==> src/rtl/sddr_pkg.sv <==
// Shared types and constants for the DDR3 PHY read-capture path.
package sddr_pkg;

  localparam int BURST_LEN     = 8;
  localparam int BEATS_PER_CLK = 2;
  localparam int CAP_CYCLES    = BURST_LEN / BEATS_PER_CLK;

  // Each state names the last capture cycle whose beats are already stored.
  typedef enum logic [2:0] {
    IDLE,
    B0,
    B1,
    B2,
    B3
  } burst_state_t;

  function automatic int rd_word_width(input int data_bits);
    return BURST_LEN * data_bits;
  endfunction

endpackage

==> src/rtl/sddr_rd_fifo.sv <==
// Synchronous FIFO with full/empty flags; reads as zero while empty.
module sddr_rd_fifo #(
  parameter int WIDTH = 128,
  parameter int DEPTH = 4
) (
  input  logic             clk,
  input  logic             rst_n,
  input  logic             push,
  input  logic             pop,
  input  logic [WIDTH-1:0] wdata,
  output logic [WIDTH-1:0] rdata,
  output logic             full,
  output logic             empty
);

  localparam int AW = $clog2(DEPTH);

  logic [WIDTH-1:0] mem [DEPTH];
  logic [AW:0]      wr_ptr_q;
  logic [AW:0]      rd_ptr_q;
  logic             do_push;
  logic             do_pop;

  // Pointers carry one extra wrap bit so full and empty are distinguishable.
  assign empty   = (wr_ptr_q == rd_ptr_q);
  assign full    = (wr_ptr_q[AW] != rd_ptr_q[AW]) &&
                   (wr_ptr_q[AW-1:0] == rd_ptr_q[AW-1:0]);
  assign do_pop  = pop & ~empty;
  assign do_push = push & (~full | do_pop);
  assign rdata   = empty ? '0 : mem[rd_ptr_q[AW-1:0]];

  // NOTE: non-blocking assignments in clocked blocks so every register samples pre-edge values.
  always_ff @(posedge clk or negedge rst_n) begin
    if (!rst_n) begin
      wr_ptr_q <= '0;
      rd_ptr_q <= '0;
    end else begin
      if (do_push) wr_ptr_q <= wr_ptr_q + (AW+1)'(1);
      if (do_pop)  rd_ptr_q <= rd_ptr_q + (AW+1)'(1);
    end
  end

  // NOTE: storage is deliberately not reset; the pointers alone define which entries are live.
  always_ff @(posedge clk) begin
    if (do_push) mem[wr_ptr_q[AW-1:0]] <= wdata;
  end

endmodule

==> src/rtl/sddr_rd_capture.sv <==
// DDR3 PHY read-return path: latency tracking, BL8 capture, output buffering.
// Build option: define SDDR_RD_DQS_CHECK_EN to enable the per-lane DQS pattern check.
module sddr_rd_capture
  import sddr_pkg::*;
#(
  parameter  int DATA_BITS      = 16,
  parameter  int MAX_RD_LATENCY = 32,
  parameter  int FIFO_DEPTH     = 4,
  localparam int LANES          = DATA_BITS / 8,
  localparam int LAT_W          = $clog2(MAX_RD_LATENCY + 1),
  localparam int WORD_W         = rd_word_width(DATA_BITS)
) (
  input  logic              in_ddr_clock_i,
  input  logic              in_phy_reset_n_i,
  input  logic              rd_cmd_i,
  input  logic [LAT_W-1:0]  cfg_rd_latency_i,
  input  logic [DATA_BITS-1:0] dq_rise_i,
  input  logic [DATA_BITS-1:0] dq_fall_i,
  input  logic [LANES-1:0]  dqs_rise_i,
  input  logic [LANES-1:0]  dqs_fall_i,
  output logic [WORD_W-1:0] rd_data_o,
  output logic              rd_valid_o,
  input  logic              rd_ready_i,
  input  logic              err_clear_i,
  output logic              overflow_o,
  output logic              spacing_err_o,
  output logic              dqs_err_o
);

  localparam int TAP_W  = $clog2(MAX_RD_LATENCY);
  localparam int PAIR_W = BEATS_PER_CLK * DATA_BITS;
  localparam int HOLD_W = (CAP_CYCLES - 1) * PAIR_W;

  burst_state_t              state_q, state_d;
  logic [MAX_RD_LATENCY-1:0] pend_q;
  logic [LAT_W-1:0]          lat_q;
  logic [LAT_W-1:0]          lat_clamped;
  logic [TAP_W-1:0]          tap_idx;
  logic                      tap;
  logic                      idle;
  logic                      capture;
  logic                      push;
  logic                      pop;
  logic [1:0]                cool_q;
  logic [HOLD_W-1:0]         hold_q;
  logic [PAIR_W-1:0]         pair;
  logic                      fifo_full;
  logic                      fifo_empty;
  logic                      overflow_q;
  logic                      spacing_q;

  assign idle    = (state_q == IDLE) && (pend_q == '0);
  assign tap_idx = TAP_W'(lat_q - LAT_W'(1));
  assign tap     = pend_q[tap_idx];
  assign pair    = {dq_fall_i, dq_rise_i};

  always_comb begin
    lat_clamped = cfg_rd_latency_i;
    if (cfg_rd_latency_i == '0)
      lat_clamped = LAT_W'(1);
    else if (cfg_rd_latency_i > LAT_W'(MAX_RD_LATENCY))
      lat_clamped = LAT_W'(MAX_RD_LATENCY);
  end

  // NOTE: every always_comb output gets a default first so no path can infer a latch.
  always_comb begin
    state_d = state_q;
    capture = 1'b0;
    push    = 1'b0;
    unique case (state_q)
      IDLE: if (tap) begin capture = 1'b1; state_d = B0; end
      B0:   begin capture = 1'b1; state_d = B1; end
      B1:   begin capture = 1'b1; state_d = B2; end
      B2:   begin capture = 1'b1; push = 1'b1; state_d = B3; end
      // A tap here is the seamless back-to-back burst starting in this very cycle.
      B3:   if (tap) begin capture = 1'b1; state_d = B0; end
                 else state_d = IDLE;
      default: state_d = IDLE;
    endcase
  end

  always_ff @(posedge in_ddr_clock_i or negedge in_phy_reset_n_i) begin
    if (!in_phy_reset_n_i) begin
      state_q    <= IDLE;
      pend_q     <= '0;
      lat_q      <= LAT_W'(1);
      cool_q     <= '0;
      overflow_q <= 1'b0;
      spacing_q  <= 1'b0;
    end else begin
      state_q <= state_d;
      pend_q  <= {pend_q[MAX_RD_LATENCY-2:0], rd_cmd_i};
      if (idle) lat_q <= lat_clamped;
      if (rd_cmd_i)            cool_q <= 2'd3;
      else if (cool_q != '0)   cool_q <= cool_q - 2'd1;
      spacing_q  <= (rd_cmd_i && (cool_q != '0)) | (spacing_q & ~err_clear_i);
      overflow_q <= (push & fifo_full & ~pop) | (overflow_q & ~err_clear_i);
    end
  end

  // Earlier capture pairs slide down so beat 0 ends up in the LSBs of the word.
  always_ff @(posedge in_ddr_clock_i) begin
    if (capture) hold_q <= {pair, hold_q[HOLD_W-1:PAIR_W]};
  end

`ifdef SDDR_RD_DQS_CHECK_EN
  logic dqs_q;
  logic dqs_bad;

  assign dqs_bad = (dqs_rise_i != '1) || (dqs_fall_i != '0);

  always_ff @(posedge in_ddr_clock_i or negedge in_phy_reset_n_i) begin
    if (!in_phy_reset_n_i) dqs_q <= 1'b0;
    else                   dqs_q <= (capture & dqs_bad) | (dqs_q & ~err_clear_i);
  end

  assign dqs_err_o = dqs_q;
`else
  logic unused_dqs;
  assign unused_dqs = ^{dqs_rise_i, dqs_fall_i};
  assign dqs_err_o  = 1'b0;
`endif

  assign rd_valid_o    = ~fifo_empty;
  assign pop           = rd_valid_o & rd_ready_i;
  assign overflow_o    = overflow_q;
  assign spacing_err_o = spacing_q;

  sddr_rd_fifo #(
    .WIDTH (WORD_W),
    .DEPTH (FIFO_DEPTH)
  ) u_fifo (
    .clk   (in_ddr_clock_i),
    .rst_n (in_phy_reset_n_i),
    .push  (push),
    .pop   (pop),
    .wdata ({pair, hold_q}),
    .rdata (rd_data_o),
    .full  (fifo_full),
    .empty (fifo_empty)
  );

endmodule

==> config.mk <==
export PLATFORM = sky130hd
export DESIGN_NAME = sddr_rd_capture
export DESIGN_NICKNAME = d
export VERILOG_FILES = /design/src/rtl/sddr_pkg.sv /design/src/rtl/sddr_rd_fifo.sv /design/src/rtl/sddr_rd_capture.sv
export SDC_FILE = /design/constraint.sdc
export NUM_CORES = 1
export LEC_CHECK = 0
export ABC_AREA = 1
export CAP_MARGIN = 25
export CORE_MARGIN = 2
export CORE_UTILIZATION = 40
export CTS_BUF_LIST = sky130_fd_sc_hd__clkbuf_8
export DETAILED_ROUTE_END_ITERATION = 16
export GPL_ROUTABILITY_DRIVEN = 0
export GPL_TIMING_DRIVEN = 0
export PLACE_DENSITY = 0.57
export SLEW_MARGIN = 0
export SYNTH_ARGS = -nofsm -noshare
export SYNTH_HDL_FRONTEND = slang
export SYNTH_HIERARCHICAL = 1
export SYNTH_SLANG_ARGS = --single-unit
==> constraint.sdc <==
create_clock -name in_ddr_clock_i -period 16.7 [get_ports in_ddr_clock_i]
set_input_delay 2.505 -clock in_ddr_clock_i [delete_from_list [all_inputs] [get_ports in_ddr_clock_i]]
set_output_delay 2.505 -clock in_ddr_clock_i [all_outputs]
set_load 0.01 [all_outputs]
After elaboration in Yosys (flattened, before gate mapping)
Memory sizes are Yosys's and may differ from the RTL's.
Cells that the tools add are included.

word-level totals
  register bits = 146
  latch bits = 0
  bits in writable memories = 512
  ROM bits = 0
  bits of input ports = 47
  output and inout bits = 132
  word-level logic and storage cells = 63
  memories = 1

operators by class
  add/sub/neg operators = 4
  multiply operators = 0
  divide/modulo/power cells = 0
  magnitude comparators = 2
  equality and inequality tests = 8
  shift operators = 0
  muxes and demuxes = 15
  bitwise operators = 14
  reductions and logical operators = 10

memory list
  memory      depth  width  rd ports  clocked after Yosys merged registers in  wr ports  RTL line            RTL
  u_fifo.mem  4      128    1         0                                        1         sddr_rd_fifo.sv:18  logic [WIDTH-1:0] mem [DEPTH];

operators with widths
  operator             number
  $mux 128             1
  $logic_not 32->1     1
  $pmux 3 s5           1
  $mux 5               2
  $and 1x1->1          7
  $add 3x1->3 const B  2
  $eq 3x2->1 const B   2
  $gt 6x6->1 const B   1
  $logic_not 6->1      1
  $lt 5x6->1 const B   1
  $mux 1               6
  $bmux 1 s5           1
  $sub 5x1->5 const B  1
  $mux 2               2
  $not 1->1            4
  $reduce_bool 2->1    2
  $eq 3x1->1 const B   1
  $eq 3x3->1           1
  $eq 3x3->1 const B   1
  $logic_and 1x1->1    3
  $logic_not 3->1      1
  $mux 3               1
  $or 1x1->1           3
  $reduce_or 3->1      1
  6 further kinds      6

Longest topological paths before layout
Gate-level depths: netlist (run 1).

  depth in word-level cells = 8
  depth in mapped cells = 14
  depth with buffers taken out = 12

Modules after synthesis
Netlist (run 1), hierarchy kept.

modules (own cells, without submodules)
  module           instances  cells each  area an instance (um2)  seq. area each (um2)
  sddr_rd_fifo     1          1695        20657.3                 15524.9
  sddr_rd_capture  1          307         4795.8                  3985.1

Worst setup path before layout (run 1)
OpenSTA, ideal clock, no wires.

  path kind = input to register
  start point = input rd_ready_i
  end point = memory u_fifo.mem[0][0] (enable)
  library setup time = 617 ps
  arrival time = 8447 ps
  data required time = 16083 ps
  slack = 7636 ps
  stages = 6
  path buffers = 0
  cells stage by stage = inv_1 > nor2_1 > inv_1 > nand4_1 > nand2_1 > nor2_1

on the way
  word-level cells in the longest chain between the ends = 6

ends and longest elaborated chain
  what                          RTL line                RTL
  from (decl)                   sddr_rd_capture.sv:23   input logic rd_ready_i,
  $and 1x1->1                   sddr_rd_capture.sv:125  assign pop = rd_valid_o & rd_ready_i;
  via pop                       sddr_rd_capture.sv:43   logic pop;
  $and 1x1->1                   sddr_rd_fifo.sv:28      assign do_pop = pop & ~empty;
  $or 1x1->1                    sddr_rd_fifo.sv:29      assign do_push = push & (~full | do_pop);
  $and 1x1->1                   sddr_rd_fifo.sv:29
  $mux 1                        sddr_rd_fifo.sv:45      if (do_push) mem[wr_ptr_q[AW-1:0]] <= wdata;
  $mux 1 (implied by the code)  sddr_rd_fifo.sv:45
  to (decl)                     sddr_rd_fifo.sv:18

The timed path passes the listed nets, and every way through them passes these cells.

Final worst setup path (run 1)
  start point = register u_fifo.rd_ptr_q[0]
  end point = output rd_data_o[127]

on the way
  word-level cells in the longest chain between the ends = 2
  elaborated cells between the ends (all ways) = 3
  classes of those cells = eq/ne: 1; mux: 1; memory: 1

ends and longest elaborated chain
  what                                         RTL line               RTL
  from (decl)                                  sddr_rd_fifo.sv:20     logic [AW:0] rd_ptr_q;
  from (signal assigned)                       sddr_rd_fifo.sv:39     if (do_pop) rd_ptr_q <= rd_ptr_q + (AW+1)'(1);
  $mem_v2 4x128 or $eq 3x3->1 (tied branches)  n/a
  $mux 128 *                                   sddr_rd_fifo.sv:30     assign rdata = empty ? '0 : mem[rd_ptr_q[AW-1:0]];
  to (decl)                                    sddr_rd_capture.sv:21  output logic [WORD_W-1:0] rd_data_o,

Every way passes the cells marked *; elsewhere a longest branch is shown, timed or not.

==> results of run 1 <==
power by group:
part	switching [W]	total (W)	internal, W
Combinational	0.00149	0.00245	0.000963
Sequential	0.000218	0.00257	0.00235
Clock	0.000616	0.00123	0.000614
final timing paths:
check                      cells past startpoint                      startpoint                      endpoint
min reg2reg                                    0            pend_q[26]$_DFF_PN0_          pend_q[27]$_DFF_PN0_
min                                            0            pend_q[26]$_DFF_PN0_          pend_q[27]$_DFF_PN0_
max in group asynchronous                      2                in_phy_reset_n_i           pend_q[0]$_DFF_PN0_
max reg2reg                                   15  u_fifo/rd_ptr_q[0]$_DFFE_PN0P_  u_fifo/mem[2][106]$_DFFE_PP_
max                                            9  u_fifo/rd_ptr_q[0]$_DFFE_PN0P_                rd_data_o[127]
min in group asynchronous                      1                in_phy_reset_n_i           pend_q[6]$_DFF_PN0_
cell usage in the layout, fill, tap and decap left out, types with 7 or more instances in the layout:
cell             synthesis  routed
edfxtp_1               608     608
nor2_1                 396     392
o21ai_0                324     324
nand2_1                211     210
inv_1                  157     188
clkdlybuf4s50_1          0     172
clkbuf_8                 0     104
o21ai_1                 69      69
dfrtp_1                 49      49
clkbuf_1                38      38
buf_2                   35      36
clkinv_1                 0      35
nand3_1                 27      27
buf_4                   17      17
buf_12                   0      15
clkinv_2                 0      13
inv_2                   13      13
buf_6                    9       9
buf_16                   0       8
ha_1                     7       7
registers in the layout, summed over array words and instances (netlist names):
signal / flops
lat_q: 5
overflow_o: 1
u_fifo/rd_ptr_q: 3
spacing_err_o: 1
u_fifo/mem: 512
pend_q: 32
hold_q: 96
cool_q: 2
u_fifo/wr_ptr_q: 3
state_q: 3
routing by layer:
| metal | vias up | part of all wire (%) | GRT usage [%] |
|---|---|---|---|
| li1 | 7535 | - | - |
| met1 | 7738 | 44 | 25.0 |
| met2 | 442 | 49 | 30.7 |
| met3 | 72 | 5.4 | 2.82 |
| met4 | 0 | 1.7 | 5.72 |
| met5 | - | 0 | 0 |
area by class of cell:
cell class,count,area [sq um]
diodes,2,5.00
plain buffers,104,577
clock buffers,104,1430
clock inverters,88,432
fillers,5548,32300
inverters,171,647
multi-input cells,1069,4760
flip-flops and latches,658,19500
well taps,846,1060
repair buffers,196,2250
cells by family (layout without fill, tap and decap cells):
family,count (synthesis),after routing
DFF,658,658
and+or+nand+nor,656,656
AOI/OAI and AO/OA,399,399
buffers and inverters,275,663
adders and majority gates,7,7
xor gates and xnor gates,6,6
other,1,3
cell usage after synthesis, drive strengths merged (4+ instances only):
library cell,number
o21ai,393
nand3,33
nor4,6
nand2,214
buf,66
nor2,396
inv,171
dfrtp,49
clkbuf,38
ha,7
edfxtp,608
xor2,4
metrics by stage:
stage,setup WS (ns),utilization (%),hold WS (ns)
floorplan,7.64,-,0.354
global placement,2.28,44.9,0.365
detailed placement,10.94,45.7,0.362
CTS,10.46,48.7,0.376
global route,10.36,48.7,0.395
finish,10.47,48.7,0.376
==> results by group, run 1 <==
Critical path
  • Slowest cell delay on critical path: around 0.58 ns
  • Data required, critical path: ~14 ns
  • Most used cell, CP: buf_2
  • Crit path buffers/inverters: 6
  • Crit Path Category: flop to primary output
  • CP Cell Sequence: inv_2 > buf_2 > buf_2 > buf_2 > nor2_1 > o21ai_0 > nand2_1 > inv_1 > clkdlybuf4s50_1
  • Max FO, Critical Path: 10
  • Crit end category: primary output
  • Crit path launch type: flop
  • Flop2flop setup slack: 11.74 ns
  • CP top delay family: buffers and inverters
  • CP Data Arrival Time: 3.73 ns
  • Slowest-stage cell, CP: dfrtp_1

Global routing
  • Grt total ovfl: 0
  • First-pass GRT wire length: 92800 um
  • Largest net degree at the start of global routing: 51
  • Global Route Usage Sum: 18.4%
  • Initial antenna violation count: 2
  • Vias in the first global route: about 16000

Clock network
  • Clk pin slew, worst setup/hold paths: about 0.06 ns
  • Post-CTS Setup Inserts: 0
  • CTS tree: yes
  • H-tree levels: 3
  • CTS sink cnt: about 660
  • Clk root buf: clkbuf_8
  • Clock Latency Late Sink: 0.69 ns
  • Cts bufs inserted: 102
  • Post-CTS resize count: 0
  • Hold Buf Count CTS: 0
  • Clock tree buffer depth: 3

Synth
  • Synth top area cells: edfxtp_1 (72%), o21ai_0 (6.4%), nor2_1 (5.8%), dfrtp_1 (4.8%), nand2_1 (3.1%)
  • Synth warn: 6
  • Adder-cell area share of the yosys netlist: less than 1%
  • Mean Syn Cell Area: about 13 sq um
  • Mux cell area share after synthesis: 0%
  • Sequential area share after synthesis: between 70 and 80%
  • Largest family of logic cells by synthesized area: simple AND/OR/NAND/NOR gates
  • Ys flop type: edfxtp_1
  • Synth top area share: between 70% and 80%
  • Synth Area in Compound Gates: under 10%
  • Synthesized flop and latch total: ~660
  • Xor-xnor portion of the synthesized cell area: less than 1%
  • Dominant cell type by area after synthesis: edfxtp_1
  • Post-synth EDFFs: a little over 600
  • Synth cell types: 30
  • Synth Area in Simple Gates: about a tenth
  • Async S/R FF share, synth: around 7.6%
  • Synthesized area: approximately 25000 sq um
  • Cells after Synth: around 2000
  • Synth Net Count: 2056

Place
  • Placed Area: about 29000 sq um
  • HPWL Detailed: just over 40000 um
  • Placed cells: 3044
  • Buffers on Ports: roughly 170

Die
  • Die X: roughly 260 um
  • I/O pins: 179
  • Die Y-Extent: 256 um
  • Core ar.: roughly 63000 sq um
  • Initial core utilization: 40.4%
  • Row cnt: 92
  • Die area: around 66000 sq um

STA
  • RSZ-0062 raised after global routing: false
  • Final Slew Violations: 0
  • Clk_skew: 0.0195 ns
  • Normalized max-slew margin: between 40 and 50%
  • Setup violators final: 0
  • Fmax: 160 MHz
  • Tcrit/Tclk final: a little under two fifths
  • Worst Tran Pin Value: around 0.88 ns
  • Setup TNS: 0 ns
  • Final hold vios: 0
  • Tmin final: 6.23 ns

Layout
  • Fraction of layout cells with a size suffix above 1: 10.1%
  • Fin nets: ~2400
  • Fin area: around 31000 sq um
  • Finished Layout Cells: 3238
  • Layout area overhead: 20.5%

Pwr
  • Design Power: approximately 0.0062 W
  • LEAKAGE: between 10 and 15 nW
  • VDD IR max: around 0.096 mV
  • Power density over the cells: around 200 nW/um^2

Route
  • Number of vias per cell: 4.88
  • Routed wire length: 61000 um
  • Final ANT Viol Nets: 0
  • DRC errors left: 0
  • Avg WL per Cell: about 19 um
  • 1st-pass router iterations: 5
  • DRT iter0 DRCs: between 1000 and 1500
  • Via count: 15787

Job
  • Number of max-cap violations: 0

Outcome
  • Status: complete, no violations

Min path
  • Hold Crit Class: flop to flop
No activity file was read; power rests on OpenSTA's default activity.
==> inputs of run 2 (changes only) <==
PLACE_DENSITY = 0.59   (was 0.57)
clock period = 5.28 ns   (was 16.7 ns; I/O delays follow)
==> run 2 against run 1 <==
Compared with the run above: total power rose to 3.2 times the previous value; combinational power increased to 3.1 times the previous value; register-to-register slack worse by 11 ns; sequential power increased to 3.2 times the previous value; clock power rose to 3.3 times the previous value; critical path type is now flop to flop; highest routed layer is now met5.
==> results by group, run 2 (synthesis gave the netlist of run 1 again) <==
Layout
  • Most common cell after layout, fill and taps aside: edfxtp_1
  • Fill cells: ~5600
  • Fraction of layout cells with a size suffix above 1: approximately a tenth
  • Finished Core Util: about half
  • Most frequent cells in the layout: edfxtp_1 (608), nor2_1 (392), o21ai_0 (324), nand2_1 (210), inv_1 (191)
  • Number of flip-flops in the largest register: between 500 and 600
  • Multi-input logic area: ~4800 sq um
  • Layout area overhead: 20.5%
  • Register Area: around 20000 sq um
  • Fin nets: approximately 2400

Route
  • Routed wire length: roughly 59000 um
  • Avg WL per Cell: ~18 um
  • Number of vias per cell: 4.84
  • Via count: around 16000
  • DRT iter0 DRCs: 1125
  • Final ANT Viol Nets: 0
  • 1st-pass router iterations: 5
  • DRC errors left: 0

Critical path
  • Slowest-stage cell, CP: nor2_4
  • Max FO, Critical Path: 29
  • CP Cell Sequence: inv_2 > buf_2 > nand2_1 > nand2_1 > nand3_2 > buf_6 > buf_6 > inv_1 > nor2_1 > inv_1 > nand4_1 > nand2_1 > nor2_4 > buf_12 > buf_12
  • Most used cell, CP: nand2_1
  • Data required, critical path: around 5.7 ns
  • Crit end category: flop
  • Crit Path Category: flop to flop
  • Crit path buffers/inverters: 8
  • Slowest cell delay on critical path: roughly 0.79 ns
  • WP depth: 15
  • FF-to-FF path depth: 15
  • CP top delay family: simple AND/OR/NAND/NOR gates
  • Crit path launch type: flop
  • CP Data Arrival Time: 5.33 ns

Global routing
  • First-pass GRT wire length: roughly 90000 um
  • Vias in the first global route: roughly 16000
  • Grt total ovfl: 0
  • Largest net degree at the start of global routing: 51
  • Global Route Usage Sum: roughly 18%
  • Initial antenna violation count: 3

Place
  • HPWL Detailed: approximately 40000 um
  • Buffers on Ports: approximately 170

STA
  • RSZ-0062 raised after global routing: false
  • Fmax: just over 200 MHz
  • Worst Tran Pin Value: around 1 ns
  • Tmin final: between 4 and 5 ns
  • Tcrit/Tclk final: around 94%
  • Clk_skew: roughly 0.035 ns
  • Normalized max-slew margin: between 30% and 40%
  • Setup violators final: 0
  • Final Slew Violations: 0
  • Final hold vios: 0

Die
  • I/O pins: roughly 180
  • Initial core utilization: between 40% and 50%
  • Core ar.: between 60000 and 70000 sq um
  • Die X: roughly 260 um
  • Die area: 65700 sq um
  • Row cnt: about 90
  • Die Y-Extent: around 260 um

Pwr
  • Power density over the cells: between 600 and 700 nW/um^2
  • VDD IR max: between 0.3 and 0.4 mV
  • LEAKAGE: 11.5 nW
  • Design Power: around 0.02 W

Clock network
  • Post-CTS resize count: 0
  • Clock tree buffer depth: 3
  • CTS sink cnt: ~660
  • Clock Latency Late Sink: just under 0.7 ns
  • Cts bufs inserted: between 100 and 150
  • H-tree levels: 3
  • Clk pin slew, worst setup/hold paths: around 0.060 ns
  • CTS tree: yes
  • Clk root buf: clkbuf_8

Job
  • Number of max-cap violations: 0

Outcome
  • Status: complete, no violations

Min path
  • Hold Crit Class: primary input to asynchronous set/reset pin
-- run 2: cell types whose count changed in the layout (fill, tap and decap cells not counted), moves of 3 or more --
| cell | previous run | this run |
|---|---|---|
| inv_1 | 188 | 191 |
| inv_6 | 6 | 3 |
| clkinv_2 | 13 | 9 |
| clkinv_1 | 35 | 28 |
| buf_16 | 8 | 3 |
| clkbuf_8 | 104 | 109 |
-- run 2: worst register-to-register path: cells and delay by family (launching register included) --
kind / cells / cell delay, ns
flops: 1 / 0.64
simple gates: 7 / 2.28
buf+inv: 8 / 1.69
-- run 2: final timing paths --
kind / from / endpoint / slack [ns]
max reg2reg: u_fifo/rd_ptr_q[0]$_DFFE_PN0P_ / u_fifo/mem[2][107]$_DFFE_PP_ / 0.32
min: in_phy_reset_n_i / pend_q[13]$_DFF_PN0_ / 0.12
max: u_fifo/rd_ptr_q[0]$_DFFE_PN0P_ / u_fifo/mem[2][107]$_DFFE_PP_ / 0.32
min reg2reg: pend_q[26]$_DFF_PN0_ / pend_q[27]$_DFF_PN0_ / 0.37
max in group asynchronous: in_phy_reset_n_i / state_q[0]$_DFFE_PN0P_ / 4.62
min in group in_ddr_clock_i: pend_q[26]$_DFF_PN0_ / pend_q[27]$_DFF_PN0_ / 0.37
-- run 2: cell type report --
type                            instances  share of cell area (%)
Sequential cell                       658                    63.6
Multi-Input combinational cell       1069                    15.5
Timing Repair Buffer                  195                    7.06
Clock buffer                          109                    4.89
Tap cell                              846                    3.45
Inverter                              171                    2.11
Buffer                                104                    1.88
Clock inverter                         79                    1.44
Antenna cell                            2                  0.0163
-- run 2: power by group --
group / internal [W] / switching, W
Clock: 0.00211 / 0.00191
Sequential: 0.00743 / 0.000687
Combinational: 0.00302 / 0.00465
Total: 0.0126 / 0.00725
-- run 2: layer usage --
layer,track usage [%],wire (um),part of all wire [%],vias to the layer above
met1,24.1,25800,43,7534
li1,-,-,-,7525
met4,6.50,1430,2.4,2
met2,29.5,28700,48,470
met3,2.70,3470,5.8,103
met5,0,12,0.020,-
-- run 2: stage by stage --
stage               cell area [sq um]   TNS, ns  cells  hold WS [ns]  setup slack (ns)
global placement                28300  -2222.30   3021         0.361             -4.37
global route                    30700         0   3233         0.135           0.00977
finish                          30700         0   3233         0.117             0.320
CTS                             30600         0   3229        0.0718             0.219
floorplan                       25500   -204.89   2002         0.354            -0.400
detailed placement              28700         0   3041         0.361             0.262
-- run 2: timing repair --
item,4_1_cts,5_1_grt
setup endpoints to repair,0,4
hold buffers,0,0
setup buffers,0,2
==> inputs of run 3 (changes only) <==
SETUP_SLACK_MARGIN = 0.3   (was unset)
==> run 3 against run 2 <==
Compared with the run above: sequential power about the same; highest routed layer unchanged; total power is 0.12% higher; register-to-register slack gained 0.36 ns; count of clock-buffer cells in the layout is the same; largest cell class unchanged; largest power group unchanged; cell area grew 0.24%; global-route usage is 0.074 points higher.
==> results by group, run 3 (synthesis gave the netlist of run 1 again) <==
Place
  • Buffers on Ports: 173
  • HPWL Detailed: between 30000 and 40000 um
  • Placed cells: slightly above 3000

STA
  • Worst Tran Pin Value: roughly 1.0 ns
  • Clk_skew: 0.0347 ns
  • Tmin final: between 4 and 5 ns
  • Final Slew Violations: 0
  • Fmax: around 220 MHz
  • Hold_ws: ~0.12 ns
  • RSZ-0062 raised after global routing: false
  • Setup TNS: 0 ns
  • Setup violators final: 0
  • Tcrit/Tclk final: 87.0%
  • Final hold vios: 0
  • Normalized max-slew margin: around a third

Die
  • I/O pins: 179
  • Die Y-Extent: about 260 um
  • Initial core utilization: between 40% and 50%
  • Die X: 256 um
  • Die area: about 66000 sq um
  • Row cnt: slightly above 90
  • Core ar.: about 63000 sq um

Clock network
  • CTS sink cnt: 658
  • Clock tree buffer depth: 3
  • Post-CTS resize count: 0
  • Hold Buf Count CTS: 0
  • Clk pin slew, worst setup/hold paths: ~0.06 ns
  • CTS tree: yes
  • Clock Latency Late Sink: just under 0.7 ns
  • H-tree levels: 3
  • Clk root buf: clkbuf_8
  • Cts bufs inserted: 104

Layout
  • Finished Layout Cells: around 3200
  • Fin nets: roughly 2400
  • Fraction of layout cells with a size suffix above 1: between 10% and 20%
  • Layout area overhead: 20.8%
  • Most common cell after layout, fill and taps aside: edfxtp_1
  • Finished Core Util: a little under 50%
  • Multi-input logic area: 4760 sq um
  • Most frequent cells in the layout: edfxtp_1 (608), nor2_1 (392), o21ai_0 (324), nand2_1 (210), inv_1 (191)
  • Fill cells: roughly 5600
  • Number of flip-flops in the largest register: between 500 and 600
  • Register Area: roughly 20000 sq um

Pwr
  • Design Power: approximately 0.02 W
  • VDD IR max: 0.334 mV
  • LEAKAGE: 11.5 nW
  • Power density over the cells: between 600 and 700 nW/um^2

Global routing
  • Grt total ovfl: 0
  • Global Route Usage Sum: roughly 18%
  • Vias in the first global route: around 16000
  • Largest net degree at the start of global routing: 51
  • First-pass GRT wire length: 90300 um
  • Initial antenna violation count: 3

Critical path
  • Crit Path Category: flop to flop
  • CP Data Arrival Time: 4.96 ns
  • Data required, critical path: 5.64 ns
  • CP top delay family: buffers and inverters
  • Crit path launch type: flop
  • Crit path buffers/inverters: 9
  • Max FO, Critical Path: 29
  • CP Cell Sequence: inv_2 > buf_2 > nand2_1 > nand2_1 > nand3_2 > buf_6 > buf_6 > inv_1 > nor2_1 > inv_1 > nand4_1 > nand2_1 > nor2_4 > buf_12 > buf_12 > buf_12
  • Slowest-stage cell, CP: dfrtp_1
  • Crit end category: flop
  • Slowest cell delay on critical path: 0.65 ns

Route
  • Avg WL per Cell: around 18 um
  • Number of vias per cell: ~4.8
  • Routed wire length: approximately 60000 um
  • Via count: 15721
  • 1st-pass router iterations: 5
  • DRT iter0 DRCs: roughly 1100
  • Final ANT Viol Nets: 0
  • DRC errors left: 0

Job
  • Number of max-cap violations: 0

Min path
  • Hold Crit Class: primary input to asynchronous set/reset pin

Outcome
  • Status: complete, no violations
-- run 3: cell types whose count changed in the layout (fill, tap and decap cells not counted), sizes merged --
| cell | delta |
|---|---|
| buf | +7 |
| diode | +1 |
| nor2 | +1 |
-- run 3: metrics by stage --
stage               instance area, sq um  worst slack (ns)
floorplan                          25500            -0.400
global placement                   28300             -4.37
detailed placement                 28700             0.262
CTS                                30700             0.287
global route                       30700             0.442
finish                             30700             0.684
-- run 3: path summary, 6_finish.rpt --
path	startpoint	endpoint	slack (ns)	cells past startpoint
min	in_phy_reset_n_i	pend_q[13]$_DFF_PN0_	0.12	1
max	u_fifo/rd_ptr_q[0]$_DFFE_PN0P_	u_fifo/mem[1][92]$_DFFE_PP_	0.68	16
max in group asynchronous	in_phy_reset_n_i	state_q[0]$_DFFE_PN0P_	4.62	2
min reg2reg	pend_q[26]$_DFF_PN0_	pend_q[27]$_DFF_PN0_	0.37	0
max reg2reg	u_fifo/rd_ptr_q[0]$_DFFE_PN0P_	u_fifo/mem[1][92]$_DFFE_PP_	0.68	16
min in group in_ddr_clock_i	pend_q[26]$_DFF_PN0_	pend_q[27]$_DFF_PN0_	0.37	0
-- run 3: final cells by class --
cell class | count | share of cell area, %
clock inverters | 79 | 1.44
repair buffers | 202 | 7.25
flip-flops and latches | 658 | 63.5
plain buffers | 104 | 1.88
inverters | 171 | 2.10
well taps | 846 | 3.44
clock buffers | 109 | 4.88
diodes | 3 | 0.0244
multi-input cells | 1070 | 15.5
-- run 3: routing by layer --
| layer | wire (um) | track usage, % | part of all wire (%) |
|---|---|---|---|
| met3 | 3640 | 2.74 | 6.1 |
| met4 | 1480 | 6.61 | 2.5 |
| met2 | 28800 | 29.6 | 48 |
| met1 | 25700 | 24.2 | 43 |
| met5 | 16 | 0 | 0.027 |
-- run 3: repair_timing --
action	4_1_cts	5_1_grt
endpoints found under the setup margin	53	132
buffers inserted	1	8
pin swaps	0	3
cloned	1	0
-- run 3: power by group --
| part | total, W | leakage, nW | switching, W | internal (W) |
|---|---|---|---|---|
| registers | 0.00812 | 6.18 | 0.000687 | 0.00743 |
| clock network | 0.00401 | 1.12 | 0.00191 | 0.00211 |
| logic | 0.00770 | 4.23 | 0.00467 | 0.00304 |
| total | 0.0198 | 11.5 | 0.00726 | 0.0126 |
